**src/rtl/fifo_pkg.sv**
```systemverilog
// rtl/fifo_pkg.sv - shared occupancy encoding and defaults for the FIFO read side
package fifo_pkg;

  localparam int FIFO_WIDTH = 8;

  typedef enum logic [1:0] {
    OCC_0 = 2'd0,
    OCC_1 = 2'd1,
    OCC_2 = 2'd2
  } occ_e;

  // Next occupancy of the head/skid pair for one edge of land/pop activity.
  function automatic occ_e occ_step(input occ_e occ, input logic land, input logic pop);
    case ({land, pop})
      2'b10:   return (occ == OCC_0) ? OCC_1 : OCC_2;
      2'b01:   return (occ == OCC_2) ? OCC_1 : OCC_0;
      default: return occ;
    endcase
  endfunction

endpackage

```
**src/rtl/fifo_rd_skid.sv**
```systemverilog
// rtl/fifo_rd_skid.sv - two-entry head/skid buffer, head is the presented word
module fifo_rd_skid
  import fifo_pkg::*;
#(
  parameter int WIDTH = FIFO_WIDTH
) (
  input  logic             clk_i,
  input  logic             rst_n_i,
  input  logic             flush_i,
  input  logic             land_i,
  input  logic [WIDTH-1:0] land_data_i,
  input  logic             pop_i,
  output occ_e             occ_o,
  output logic [WIDTH-1:0] head_o
);

  occ_e             occ_q, occ_d;
  logic [WIDTH-1:0] head_q, head_d;
  logic [WIDTH-1:0] skid_q, skid_d;
  logic             head_free;

  always_comb begin
    head_free = (occ_q == OCC_0) || ((occ_q == OCC_1) && pop_i);
    head_d    = head_q;
    skid_d    = skid_q;
    if (pop_i && (occ_q == OCC_2)) begin
      head_d = skid_q;
    end
    // A landing word goes straight to the head whenever the head is vacated this edge.
    if (land_i) begin
      if (head_free) begin
        head_d = land_data_i;
      end else begin
        skid_d = land_data_i;
      end
    end
    occ_d = flush_i ? OCC_0 : occ_step(occ_q, land_i, pop_i);
  end

  always_ff @(posedge clk_i) begin
    if (!rst_n_i) begin
      occ_q  <= OCC_0;
      head_q <= '0;
      skid_q <= '0;
    end else begin
      occ_q  <= occ_d;
      head_q <= head_d;
      skid_q <= skid_d;
    end
  end

  assert property (@(posedge clk_i) disable iff (!rst_n_i)
    !(land_i && (occ_q == OCC_2) && !pop_i));

  assign occ_o  = occ_q;
  assign head_o = head_q;

endmodule

```
**src/rtl/fifo_rd_stream.sv**
```systemverilog
// rtl/fifo_rd_stream.sv - FIFO read drain with credit prefetch into a valid/ready stream
// Optional beat counter port and logic enabled by FIFO_RD_STAT_EN.
module fifo_rd_stream
  import fifo_pkg::*;
#(
  parameter int WIDTH = FIFO_WIDTH,
  parameter int CNT_W = 16
) (
  input  logic             rd_clk,
  input  logic             rd_rst_n,
  input  logic             fifo_empty,
  input  logic [WIDTH-1:0] rd_data,
  output logic             rd_en,
  input  logic             flush,
  output logic             out_valid,
  input  logic             out_ready,
  output logic [WIDTH-1:0] out_data,
  output logic [1:0]       buf_level
`ifdef FIFO_RD_STAT_EN
  ,
  output logic [CNT_W-1:0] beat_cnt
`endif
);

  occ_e       occ;
  logic       inflight_q, inflight_d;
  logic       pop_out;
  logic       land;
  logic [2:0] credit;

  assign out_valid = (occ != OCC_0);
  assign buf_level = occ;
  assign pop_out   = out_valid && out_ready && !flush;
  assign land      = inflight_q && !flush;

  // pop_out implies occ >= 1, so the subtraction never wraps.
  assign credit     = {1'b0, occ} + {2'b00, inflight_q} - {2'b00, pop_out};
  assign rd_en      = rd_rst_n && !fifo_empty && !flush && (credit < 3'd2);
  assign inflight_d = rd_en;

  always_ff @(posedge rd_clk) begin
    if (!rd_rst_n) begin
      inflight_q <= 1'b0;
    end else begin
      inflight_q <= inflight_d;
    end
  end

  fifo_rd_skid #(
    .WIDTH(WIDTH)
  ) u_skid (
    .clk_i      (rd_clk),
    .rst_n_i    (rd_rst_n),
    .flush_i    (flush),
    .land_i     (land),
    .land_data_i(rd_data),
    .pop_i      (pop_out),
    .occ_o      (occ),
    .head_o     (out_data)
  );

`ifdef FIFO_RD_STAT_EN
  logic [CNT_W-1:0] beat_q, beat_d;

  always_comb begin
    beat_d = flush ? '0 : beat_q + {{(CNT_W-1){1'b0}}, pop_out};
  end

  always_ff @(posedge rd_clk) begin
    if (!rd_rst_n) begin
      beat_q <= '0;
    end else begin
      beat_q <= beat_d;
    end
  end

  assign beat_cnt = beat_q;
`endif

endmodule

```
**config.mk**
```make
export PLATFORM = sky130hd
export DESIGN_NAME = fifo_rd_stream
export DESIGN_NICKNAME = d
export VERILOG_FILES = /design/src/rtl/fifo_pkg.sv /design/src/rtl/fifo_rd_skid.sv /design/src/rtl/fifo_rd_stream.sv
export SDC_FILE = /design/constraint.sdc
export NUM_CORES = 1
export LEC_CHECK = 0
export CORE_MARGIN = 10
export CORE_UTILIZATION = 46
export DETAILED_ROUTE_END_ITERATION = 10
export GPL_TIMING_DRIVEN = 0
export PLACE_DENSITY_LB_ADDON = 0.12
export SYNTH_ARGS = -nofsm -noshare
export SYNTH_HDL_FRONTEND = slang
export SYNTH_SLANG_ARGS = --single-unit
```
**constraint.sdc**
```tcl
create_clock -name rd_clk -period 2.8 [get_ports rd_clk]
set_input_delay 0.56 -clock rd_clk [delete_from_list [all_inputs] [get_ports rd_clk]]
set_output_delay 0.56 -clock rd_clk [all_outputs]
set_load 0.01 [all_outputs]
```
# Word level (Yosys, flattened, before mapping)
# Cells that the tools add are included.
# Widths: inputs -> output; s select.
[totals] inputBits=13 elab_cells=35 out_inout_bits=12 register_bits=19
[classes] n_mux=6 bitwise=2 eq_ne=4 n_addsub=2 n_reduce_logical=16 magnitude_cmp=1
[ops] op="$mux 8" count=3
[ops] op="$logic_and 1x1->1" count=8
[ops] op="$eq 2x1->1 const B" count=2
[ops] op="$eq 2x2->1 const B" count=2
[ops] op="$pmux 2 s2" count=1
[ops] op="$reduce_bool 2->1" count=2
[ops] op="$add 2x1->3" count=1
[ops] op="$lt 3x2->1 const B" count=1
[ops] op="$sub 3x1->3" count=1
[ops] op="$logic_not 1->1" count=2
[ops] op="$logic_not 2->1" count=1
[ops] op="$mux 2" count=1
[ops] op="$not 1->1" count=2
[ops] op="$reduce_and 2->1" count=1
[ops] op="$reduce_or 2->1" count=1
[ops] op="$logic_or 1x1->1" count=1
[ops] op="$mux 1" count=1

# Depth between registers and ports, before layout
[logic_depth] depth_word=7 ltp_mapped=8 depth_no_buf=8

# Hierarchy
# From an unflattened synthesis, not the netlist that was laid out.
[unflattened] hier_cells=110 area_unflattened_um2=1004.7
[by_module_without_submodules] mod="fifo_rd_skid" seq_area_each_um2=360.3 area_per_inst_um2=894.6 cells_each=98 instances=1
[by_module_without_submodules] mod="fifo_rd_stream" seq_area_each_um2=20.0 area_per_inst_um2=110.1 cells_each=12 instances=1

# Worst setup path before layout
# No wires, ideal clock.
[synth_path] path_kind="reg2out" from="reg u_skid.occ_q[1], in the netlist u_skid.occ_o[1]" to="out rd_en" slack_ns=-0.032 path_stages_with_launch=9 path_buffers=0 required_time_ns=2.240 arrival_time_ns=2.272 path_cell_list="dfxtp_1 inv_2 nand2_1 and3b_1 ha_1 nand2b_1 fa_1 xor2_1 nor4b_1"
[synth_via] elab_chain_len=6 word_cells_on_any_way=7 cone_classes="add/sub: 2; order compare: 1; reduce/logical: 4"
[synth_rtl] element="start: declaration" line="fifo_rd_skid.sv:17" rtl="occ_e occ_q, occ_d;"
[synth_rtl] element="start signal: assignment" line="fifo_rd_skid.sv:42" rtl="occ_q <= OCC_0;"
[synth_rtl] element="start signal: assignment" line="fifo_rd_skid.sv:46" rtl="occ_q <= occ_d;"
[synth_rtl] element="$reduce_bool 2->1" line="fifo_rd_stream.sv:31" rtl="assign out_valid = (occ != OCC_0);"
[synth_rtl] element="via out_valid" line="fifo_rd_stream.sv:15" rtl="output logic out_valid,"
[synth_rtl] element="$logic_and 1x1->1 (2 in series)" line="fifo_rd_stream.sv:33" rtl="assign pop_out = out_valid && out_ready && !flush;"
[synth_rtl] element="$sub 3x1->3" line="fifo_rd_stream.sv:37" rtl="assign credit = {1'b0, occ} + {2'b00, inflight_q} - {2'b00, pop_out};"
[synth_rtl] element="$lt 3x2->1" line="fifo_rd_stream.sv:38" rtl="assign rd_en = rd_rst_n && !fifo_empty && !flush && (credit < 3'd2);"
[synth_rtl] element="$logic_and 1x1->1" line="fifo_rd_stream.sv:38"
[synth_rtl] element="end: declaration" line="fifo_rd_stream.sv:13" rtl="output logic rd_en,"
# The timed path passes the listed nets, and every way through them passes these cells.

# Worst setup path in the final report
[layout_path] from="reg u_skid.occ_q[0], in the netlist u_skid.occ_o[0]" to="out rd_en"
[layout_via] elab_chain_len=6 word_cells_on_any_way=7 cone_classes="add/sub: 2; order compare: 1; reduce/logical: 4"
[layout_rtl] element="parallel branches: the longest is 3 deep, another holds $add 2x1->3"
[layout_rtl] element="$sub 3x1->3 *" line="fifo_rd_stream.sv:37"
[layout_rtl] element="$lt 3x2->1 *" line="fifo_rd_stream.sv:38"
[layout_rtl] element="$logic_and 1x1->1 *" line="fifo_rd_stream.sv:38"
# Mark *: on every way between the ends.

==> summary.txt <==
Run status
  – Status: finished, violations left
  – Failing checks: negative setup slack

Timing
  – Final-report max-slew violation count: 0
  – Fin. Hold Viols: 0
  – Crit share post-route: 1.02
  – Slew headroom: 0.750
  – FMAX: 0.350 GHz
  – Fin worst setup slack: -0.0601 ns
  – RSZ-0062 raised after global routing: true
  – Slew @ Worst Pin: roughly 0.37 ns
  – Final setup viols: 1
  – Crit path time final: around 2.9 ns
  – Worst Clk Skew: 0.00894 ns

Floorplanning
  – Die area: 4120 um2
  – Die H: between 60 and 70 um
  – Starting density of the core: 0.504
  – Die X: 64.2 um
  – Core Region: between 1500 and 2000 um2
  – Core Rows: 15
  – # IOs: 25

Worst setup path
  – Worst endpoint required time: about 2.2 ns
  – Critical setup path kind: register to primary output
  – Critical Path AT: around 2.3 ns
  – R2r worst-path depth: 8
  – Worst setup SP type: register
  – Buf/Inv on CP: 2
  – Crit Path Max Fanout: 2
  – CP top delay family: adder cells
  – Slowest cell on crit path: dfxtp_4
  – Crit. End Element: primary output
  – CP Cell Sequence: inv_2 > nand2_2 > and3b_1 > ha_1 > nand2b_4 > fa_2 > xor2_2 > nor4b_2 > buf_2
  – CP Depth: 9
  – CP peak stage delay: 0.36 ns

Global routing
  – Overall routing resource usage: 0.108
  – First-pass GRT wire length: 3580 um
  – Initial antenna violation count: 0
  – GRT overflow: 0
  – Vias in the first global route: slightly below 800
  – Largest net degree at the start of global routing: 12

Synthesis
  – Synth unique cells: 25
  – Mapped Area: around 900 um2
  – Cells after synthesis: 88
  – Synth top area cells: dfxtp_1 (42%), mux2i_1 (18%), nor2b_1 (6.3%)
  – Synth Warn #: 0
  – Net Count, Synth: 104
  – Largest area contributor in the netlist: dfxtp_1
  – Syn Area/Cell: approximately 10 um2
  – Seq/Total Area, Yosys: 0.423
  – Top-area cell type share of the netlist area: 0.423
  – Register bit total from synthesis: 19

Power
  – Pwr Density: 368 nW/um2
  – VDD IR-drop max: around 0.38 mV
  – Static leakage: roughly 0.54 nW

Routing
  – Detail-routed via count per cell: about 5
  – Drt initial violations: 4
  – Drt pass-1 iters: 2
  – WL final: 2160 um
  – Total number of vias: roughly 740
  – DRC Markers: 0
  – Antenna Nets Post-Route: 0
  – Mean routed wirelength per cell: 14.6 um

Clocking
  – # clock sinks: 19
  – Htree depth: 1
  – Clock-pin transition on the worst setup and hold timing paths: around 0.11 ns
  – CTS tree: yes
  – Clk root buf: clkbuf_4
  – Skew-Pair Late Insertion Delay: about 0.30 ns
  – Clk buf depth: 2
  – Inserted Clock Buffers: 3

Layout
  – N_diodes: 0
  – # nets final: 140
  – Fill count: ~140
  – Proportion of layout cells with a drive suffix above 1: 0.236
  – Commonest non-fill, non-tap cell in the layout: clkdlybuf4s50_1
  – Commonest non-fill, non-tap cells in the layout: clkdlybuf4s50_1 (21), dfxtp_1 (17), mux2i_1 (16)
  – Register Area: approximately 390 um2
  – Fin util: 0.712
  – Syn-to-layout area delta: 41.2%
  – Final Non-Filler Cells: between 100 and 150
  – Multi-input combinational cell area: a little under 500 um2

Flow run
  – Max-cap check violation count: 0

Placement
  – Placed insts: between 100 and 150
  – Buffers on Ports: 24
  – Routability congestion estimate: about 0.7
  – Post-DP HPWL: 1520 um
  – Pre-CTS WS: -0.893 ns

Hold path
  – Hold crit path type: register to register
  – Hold-critical path depth: 2
==> per-layer routing <==
layer,vias up,track usage,part of all wire
met5,-,0,0
li1,383,-,-
met4,0,0.0241,0.013
met1,336,0.115,0.42
met2,18,0.187,0.50
met3,4,0.0575,0.070
==> final timing paths <==
path	slack, ns	end	from
max	-0.06	rd_en	u_skid.occ_o[0]$_SDFFE_PP0P_
min	0.53	u_skid.skid_q[2]$_SDFFE_PN0P_	u_skid.skid_q[2]$_SDFFE_PN0P_
min reg2reg	0.53	u_skid.skid_q[2]$_SDFFE_PN0P_	u_skid.skid_q[2]$_SDFFE_PN0P_
max reg2reg	0.86	inflight_q$_SDFF_PN0_	u_skid.occ_o[0]$_SDFFE_PP0P_
==> cells by family after synthesis <==
| family | share of synthesized area |
|---|---|
| AND/OR/NAND/NOR | 0.159 |
| AO/OA/AOI/OAI | 0.117 |
| multiplexers | 0.178 |
| XOR/XNOR | 0.0195 |
| adder cells (fa/ha/maj) | 0.0501 |
| flip-flops | 0.423 |
| buffers and inverters | 0.0529 |
==> sequential cells by signal, summed over array words and instances (netlist names) <==
name / count
u_skid.occ_o: 2
u_skid.skid_q: 8
inflight_q: 1
u_skid.head_o: 8
==> cells in the mapped netlist <==
library cell and count:
nor3_1 1, o21ai_0 6, fa_1 1, a211oi_1 1
buf_6 2, clkbuf_1 1, inv_1 2, nor4b_1 2
nor4b_2 1, xor2_1 2, mux2i_1 16, ha_1 2
and3b_1 1, inv_2 1, buf_2 2, or3_1 1
a21oi_1 10, nand2b_1 2, dfxtp_1 19, nor2b_1 9
o21ai_1 2, nand2b_4 1, nand2_1 1, o21bai_1 1
nor2_1 1
==> stage by stage <==
stage	instance area [um2]	power, mW	hold WS [ns]	setup TNS [ns]
after floorplan	905	0.305	0.485	0
after global placement	1180	0.338	0.497	-0.839
after detailed placement	1180	0.339	0.507	-0.893
after CTS	1260	0.472	0.540	-0.145
after global routing	1270	0.491	0.575	-0.188
final	1270	0.467	0.534	-0.0601
==> power breakdown <==
group / internal, mW / leakage [nW] / switching (mW)
registers: 0.273 / 0.155 / 0.00306
logic: 0.0329 / 0.366 / 0.0220
clock network: 0.0533 / 0.0177 / 0.0824
==> area by class of cell <==
type / count / share of cell area
Inverter: 3 / 0.00888
Multi-Input combinational cell: 61 / 0.392
Buffer: 5 / 0.0286
Timing Repair Buffer: 31 / 0.219
Tap cell: 25 / 0.0247
Clock inverter: 1 / 0.00394
Clock buffer: 3 / 0.0178
Sequential cell: 19 / 0.306
==> worst reg2reg max path, cell delays in order (launching register included) <==
cell,delay [ns]
dfxtp_4,0.36
inv_2,0.07
nand2_2,0.06
and3b_1,0.17
ha_1,0.28
nand2b_4,0.14
fa_2,0.36
xor2_2,0.16
nor4b_1,0.25
==> timing repair <==
action | in CTS | in global routing
buffers inserted | 6 | 1
cloned | 0 | 0
setup endpoints to repair | 1 | 1
gates resized for setup | 21 | 0
pin swaps | 6 | 4
hold buffers | 0 | 0
Power figures use the tool's default switching activity.
